### config.mk
export PLATFORM = sky130hd
export DESIGN_NAME = condlogic_mc
export DESIGN_NICKNAME = d
export VERILOG_FILES = /design/src/rtl/arm_cond_pkg.sv /design/src/rtl/condcheck.sv /design/src/rtl/condlogic_mc.sv
export SDC_FILE = /design/constraint.sdc
export NUM_CORES = 1
export LEC_CHECK = 0
export CAP_MARGIN = 15
export CORE_AREA = 8 8 45 47
export DETAILED_ROUTE_END_ITERATION = 10
export DIE_AREA = 0 0 53 55
export GPL_ROUTABILITY_DRIVEN = 0
export PLACE_DENSITY = 0.79
export SETUP_SLACK_MARGIN = 0.3
export SLEW_MARGIN = 15
export SYNTH_ARGS = -nofsm -noshare
export SYNTH_HDL_FRONTEND = slang
export SYNTH_SLANG_ARGS = --single-unit
### constraint.sdc
create_clock -name clk -period 2.5 [get_ports clk]
set_input_delay 0.5 -clock clk [delete_from_list [all_inputs] [get_ports clk]]
set_output_delay 0.5 -clock clk [all_outputs]
set_load 0.01 [all_outputs]
### src/rtl/arm_cond_pkg.sv
// Shared encodings for the ARM condition field and the {N,Z,C,V} flag nibble.
package arm_cond_pkg;

  localparam logic [3:0] COND_EQ = 4'b0000;
  localparam logic [3:0] COND_NE = 4'b0001;
  localparam logic [3:0] COND_CS = 4'b0010;
  localparam logic [3:0] COND_CC = 4'b0011;
  localparam logic [3:0] COND_MI = 4'b0100;
  localparam logic [3:0] COND_PL = 4'b0101;
  localparam logic [3:0] COND_VS = 4'b0110;
  localparam logic [3:0] COND_VC = 4'b0111;
  localparam logic [3:0] COND_HI = 4'b1000;
  localparam logic [3:0] COND_LS = 4'b1001;
  localparam logic [3:0] COND_GE = 4'b1010;
  localparam logic [3:0] COND_LT = 4'b1011;
  localparam logic [3:0] COND_GT = 4'b1100;
  localparam logic [3:0] COND_LE = 4'b1101;
  localparam logic [3:0] COND_AL = 4'b1110;
  localparam logic [3:0] COND_NV = 4'b1111;

  localparam int FLAG_N = 3;
  localparam int FLAG_Z = 2;
  localparam int FLAG_C = 1;
  localparam int FLAG_V = 0;

endpackage

### src/rtl/condcheck.sv
// Combinational evaluation of a 4-bit condition field against {N,Z,C,V}.
module condcheck
  import arm_cond_pkg::*;
(
  input  logic [3:0] Cond,
  input  logic [3:0] Flags,
  output logic       CondEx
);

  logic n, z, c, v;

  assign n = Flags[FLAG_N];
  assign z = Flags[FLAG_Z];
  assign c = Flags[FLAG_C];
  assign v = Flags[FLAG_V];

  always_comb begin
    CondEx = 1'b1;
    case (Cond)
      COND_EQ: CondEx = z;
      COND_NE: CondEx = ~z;
      COND_CS: CondEx = c;
      COND_CC: CondEx = ~c;
      COND_MI: CondEx = n;
      COND_PL: CondEx = ~n;
      COND_VS: CondEx = v;
      COND_VC: CondEx = ~v;
      COND_HI: CondEx = c & ~z;
      COND_LS: CondEx = ~c | z;
      COND_GE: CondEx = (n == v);
      COND_LT: CondEx = (n != v);
      COND_GT: CondEx = ~z & (n == v);
      COND_LE: CondEx = z | (n != v);
      COND_AL: CondEx = 1'b1;
      // The reserved encoding behaves as always so the result is never X.
      COND_NV: CondEx = 1'b1;
      default: CondEx = 1'b1;
    endcase
  end

endmodule

### src/rtl/condlogic_mc.sv
// Multicycle ARM condition unit: NZCV flag state, registered condition result
// and final gating of the PC, register-file and memory write enables.
module condlogic_mc
  import arm_cond_pkg::*;
#(
  parameter logic [3:0] FLAG_RESET = 4'b0000
) (
  input  logic       clk,
  input  logic       reset,
  input  logic [3:0] Cond,
  input  logic [3:0] ALUFlags,
  input  logic [1:0] FlagW,
  input  logic       PCS,
  input  logic       NextPC,
  input  logic       RegW,
  input  logic       MemW,
  output logic       PCWrite,
  output logic       RegWrite,
  output logic       MemWrite,
  output logic [3:0] Flags
);

  logic [3:0] flags_q, flags_d;
  logic       cond_ex_q, cond_ex_d;
  logic       cond_ex;

  condcheck u_condcheck (
    .Cond   (Cond),
    .Flags  (flags_q),
    .CondEx (cond_ex)
  );

  // Flags are only written when the condition passes against the old flags.
  always_comb begin
    flags_d   = flags_q;
    cond_ex_d = cond_ex;
    if (FlagW[1] && cond_ex) begin
      flags_d[FLAG_N] = ALUFlags[FLAG_N];
      flags_d[FLAG_Z] = ALUFlags[FLAG_Z];
    end
    if (FlagW[0] && cond_ex) begin
      flags_d[FLAG_C] = ALUFlags[FLAG_C];
      flags_d[FLAG_V] = ALUFlags[FLAG_V];
    end
  end

  always_ff @(posedge clk) begin
    if (reset) begin
      flags_q   <= FLAG_RESET;
      cond_ex_q <= 1'b0;
    end else begin
      flags_q   <= flags_d;
      cond_ex_q <= cond_ex_d;
    end
  end

  assign PCWrite  = (PCS & cond_ex_q) | NextPC;
  assign RegWrite = RegW & cond_ex_q;
  assign MemWrite = MemW & cond_ex_q;
  assign Flags    = flags_q;

endmodule

==> metrics list <==
- Result of the run: completed
- After routing the design area is 758 um^2.
* Max stage delay on crit path: between 0.5 and 0.6 ns
- In this run the mean area of a mapped cell was a little over 8 um^2.
* Worst min path class: reg2reg
* Number of rows in the core area: 14
* Clock share of power: 30.4%
- In the synthesized netlist, the number of instances is 56.
- Total power divided by cell area: around 390 nW/um^2
* Simple-Gate Fraction of Synth Area: slightly above 40%
* Register bit total from synthesis: 5
* Proportion of total power due to net switching: 27.0%
* Area after DPL: 728 um^2
* Critical path buffers and inverters: 2
- Setup violations remaining at the end of the flow were counted as 0.
- The total overflow left after global routing is 0.
- The via count of the first global-routing pass was 491.
* Share of the synthesized area in the top cell type: around 22%
* Die X-Extent: approximately 53 um
- The first global-routing pass estimated 2.11 mm of wire.
* Number of gates resized after CTS: 1
* IR drop worst, VDD: ~0.30 mV
- The Yosys step of the flow raised 0 warnings.
- For this block, the via count after detailed routing is 513.
- The post-route netlist has 14.9% of its cells at a drive strength greater than 1.
* Clock slew seen by the registers of the worst setup and hold paths: ~0.04 ns
- Entering global routing, the biggest net connects 10 pins.
- Synthesis-to-layout area growth: 68.3%
* Post-synthesis share of cell area spent on full adders, half adders and majority gates: 0%
* Max-slew violation count: 0
* Total clock sinks: 5
- Main area contributors after synthesis: sky130_fd_sc_hd__dfxtp_1, sky130_fd_sc_hd__mux2i_1, sky130_fd_sc_hd__nand2b_1
- In the final design database the tool counted between 100 and 150 nets.
- Kind of cell adding the most delay to the critical path: buffers and inverters
* Clock latency on the worst-skew pair: 0.24 ns
- At the placement stage, the worst setup path has a slack of roughly 0.064 ns.
- In this run the tightest slew margin relative to its limit is a little under three quarters.
- Along the worst path, the maximum fanout reaches 1.
- Maximum Capacitance Violations: 0
- Non-Filler Instances: between 100 and 150
- Startpoint kind of the worst setup timing path: input port
- The total count of hold-check failures in the final report came to 0.
- Initial antenna violation count: 0
- 0 antenna diodes ended up in the layout.
- Transition time at the pin with the least slew margin: approximately 0.43 ns
- The worst setup path is of the in2out kind.
- For this run, the share of the core covered by cells in the final layout is 54.8%.
- Slowest cell on crit path: sky130_fd_sc_hd__clkdlybuf4s50_1
- CP Cell Sequence: clkdlybuf4s50_1 > and2_1 > clkdlybuf4s50_1
- In this run the cell area of the synthesized design comes to around 450 um^2.
* Io pins: 23
* Part of the cycle the worst path needs: a little over four fifths
* Synthesized net count: a little over 70
- The most numerous cell type found on the critical path is sky130_fd_sc_hd__clkdlybuf4s50_1.
* DRT Pass-1 Iters: 3
- The clock arrives with between 0.003 and 0.004 ns of skew.
- CTS built an H-tree with a depth of 1.
* Complex-gate fraction of the synthesized area: between 10% and 20%
- For this design the static power due to leakage is 0.344 nW.
- The synthesized design spends more area on one cell type than any other, namely sky130_fd_sc_hd__dfxtp_1.
- For this configuration, the core starts out at a cell density of about a third.
- Across every metal layer, demand over resource in global routing totals between 9 and 10%.
- Number of hold-repair buffers added at the cts stage: 0
* Routed wire per std cell: ~12 um
* Reported net switching power: roughly 80 uW
* Die ar.: 2920 um^2
- After detailed placement, the design holds a cell count of 99.
- The internal power of the cells totals 218 uW.
- From bottom edge to top edge, the die measures 55 um.
- For this run, design rule violations remaining after detail routing come to 0.
- Count of cell types in the netlist: 28
* Power share of the combinational group: a little under two fifths
* Portion of the post-synthesis area used by sequential elements: 22.2%
- Clock tree from TritonCTS: built
- The region available for standard cell placement spans between 1000 and 1500 um^2.
* Post-synthesis xor/xnor area fraction: under 10%
- Clock period minus final worst setup slack: between 2 and 2.5 ns
- The count of buffers added on input and output ports is 22.
- After detailed routing, the number of vias per cell comes to around 5.0.
* TritonCTS Buffers: 3
* RSZ-0062 raised after global routing: no
- Maximum clock frequency: around 480 MHz
* Antenna Violating Nets Remaining: 0
- Post-DP HPWL: slightly above 1 mm
* Required time reported for the critical path endpoint: ~2 ns
- The portion of synthesized area spent on multiplexers is about an eighth.
- CTS placed an instance of sky130_fd_sc_hd__clkbuf_4 at the clock tree root.
- Nature of the critical path endpoint: output pin
- In this run the post-CTS setup repair buffer count came out at 0.
* Setup TNS Final: 0 ns
- Across all setup checks in the final design, the least slack found is 0.405 ns.
- By area, the combinational part of the netlist is dominated by simple AND/OR/NAND/NOR gates.
- Arrival time at the worst endpoint: 1.59 ns
* DRT Wirelength: between 1 and 1.5 mm
* Flop pwr share: around a third
* Count of routing violations after the opening detailed-route iteration: 6
- Buffers from clock root to sink, at most: 2
## per-layer routing
layer | vias up | part of all wire (%) | track usage [%]
li1 | 267 | - | -
met4 | 0 | 0.73 | 6.47
met1 | 229 | 45 | 10.8
met5 | - | 0 | 0
met2 | 15 | 48 | 15.4
met3 | 2 | 6.6 | 2.94
## cell type report
cell class	count	area, um^2
clock buffer	4	26.3
tap	16	20.0
timing repair buffer	29	277
multi-input combinational	46	324
fill	132	626
inverter	3	11.3
sequential	5	100
## per-stage QoR
step	hold slack [ns]	total power, mW
3_3_place_gp	0.538	0.209
3_5_place_dp	0.552	0.211
5_1_grt	0.585	0.318
6_report	0.549	0.298
4_1_cts	0.558	0.305
2_1_floorplan	0.522	0.147
## worst paths after layout
kind,cells after the start,slack [ns],endpoint,from
max,3,0.41,RegWrite,RegW
max reg2reg,7,0.66,Flags[2],Flags[0]
min reg2reg,2,0.55,Flags[1],Flags[1]
min,2,0.55,Flags[1],Flags[1]
## registers in the layout, indices dropped and copies added, names as in the netlist
signal and count:
Flags 4, cond_ex_q 1
## placed cells by master, fill, tap and decap left out
master | synthesis | routed
sky130_fd_sc_hd__nor3_1 | 2 | 2
sky130_fd_sc_hd__mux2i_1 | 6 | 6
sky130_fd_sc_hd__nand3_1 | 3 | 3
sky130_fd_sc_hd__clkdlybuf4s50_1 | 0 | 19
sky130_fd_sc_hd__and3b_1 | 3 | 3
sky130_fd_sc_hd__a311oi_1 | 1 | 1
sky130_fd_sc_hd__clkbuf_4 | 0 | 3
sky130_fd_sc_hd__nor4b_1 | 1 | 1
sky130_fd_sc_hd__a22oi_1 | 1 | 1
sky130_fd_sc_hd__o21ai_0 | 1 | 1
sky130_fd_sc_hd__o31a_2 | 1 | 1
sky130_fd_sc_hd__dlygate4sd2_1 | 0 | 1
sky130_fd_sc_hd__inv_1 | 3 | 3
sky130_fd_sc_hd__nand2_1 | 2 | 2
sky130_fd_sc_hd__dfxtp_1 | 5 | 5
sky130_fd_sc_hd__xnor2_1 | 1 | 1
sky130_fd_sc_hd__o31ai_1 | 2 | 2
sky130_fd_sc_hd__a21o_1 | 1 | 1
sky130_fd_sc_hd__a31oi_1 | 1 | 1
sky130_fd_sc_hd__clkbuf_1 | 0 | 1
sky130_fd_sc_hd__or2b_1 | 1 | 1
sky130_fd_sc_hd__o32ai_1 | 1 | 1
sky130_fd_sc_hd__and4b_2 | 1 | 1
sky130_fd_sc_hd__and2_1 | 2 | 2
sky130_fd_sc_hd__buf_4 | 2 | 7
sky130_fd_sc_hd__nor2b_1 | 1 | 1
sky130_fd_sc_hd__and3_2 | 1 | 1
sky130_fd_sc_hd__nor4_1 | 1 | 1
sky130_fd_sc_hd__nor2_1 | 3 | 3
sky130_fd_sc_hd__a21oi_1 | 1 | 1
sky130_fd_sc_hd__dlymetal6s2s_1 | 0 | 2
sky130_fd_sc_hd__nand2b_1 | 7 | 7
sky130_fd_sc_hd__nor3b_1 | 1 | 1
## worst register-to-register path, delay by kind of cell, from the launching register on
family / cells / cell delay, ns
flops: 1 / 0.47
compound gates: 2 / 0.33
simple gates: 2 / 0.49
mux: 1 / 0.16
buf+inv: 2 / 0.32
## power groups by stage
stage	Clock, mW	Combinational (mW)	Sequential [mW]
detailed placement	0	0.112	0.0992
finish	0.0906	0.110	0.0976
CTS	0.0963	0.111	0.0977
global placement	0	0.110	0.0987
floorplan	0	0.0489	0.0984
global route	0.0984	0.120	0.0994
## cell families after synthesis
family                    after synthesis
xor gates and xnor gates                1
buffers and inverters                   5
AOI/OAI and AO/OA                      10
muxes                                   6
DFF                                     5
and+or+nand+nor                        29
## Yosys cell counts
cell type                  number
sky130_fd_sc_hd__o31a_2         1
sky130_fd_sc_hd__a31oi_1        1
sky130_fd_sc_hd__dfxtp_1        5
sky130_fd_sc_hd__a22oi_1        1
sky130_fd_sc_hd__nor3_1         2
sky130_fd_sc_hd__and2_1         2
sky130_fd_sc_hd__nor4_1         1
sky130_fd_sc_hd__nor4b_1        1
sky130_fd_sc_hd__nor2b_1        1
sky130_fd_sc_hd__buf_4          2
sky130_fd_sc_hd__nor2_1         3
sky130_fd_sc_hd__and4b_2        1
sky130_fd_sc_hd__o21ai_0        1
sky130_fd_sc_hd__inv_1          3
sky130_fd_sc_hd__a311oi_1       1
sky130_fd_sc_hd__o32ai_1        1
sky130_fd_sc_hd__xnor2_1        1
sky130_fd_sc_hd__a21o_1         1
sky130_fd_sc_hd__o31ai_1        2
sky130_fd_sc_hd__and3b_1        3
sky130_fd_sc_hd__and3_2         1
sky130_fd_sc_hd__nand3_1        3
sky130_fd_sc_hd__nor3b_1        1
sky130_fd_sc_hd__nand2b_1       7
sky130_fd_sc_hd__nand2_1        2
sky130_fd_sc_hd__a21oi_1        1
sky130_fd_sc_hd__or2b_1         1
sky130_fd_sc_hd__mux2i_1        6
No activity file was read; power rests on OpenSTA's default activity.
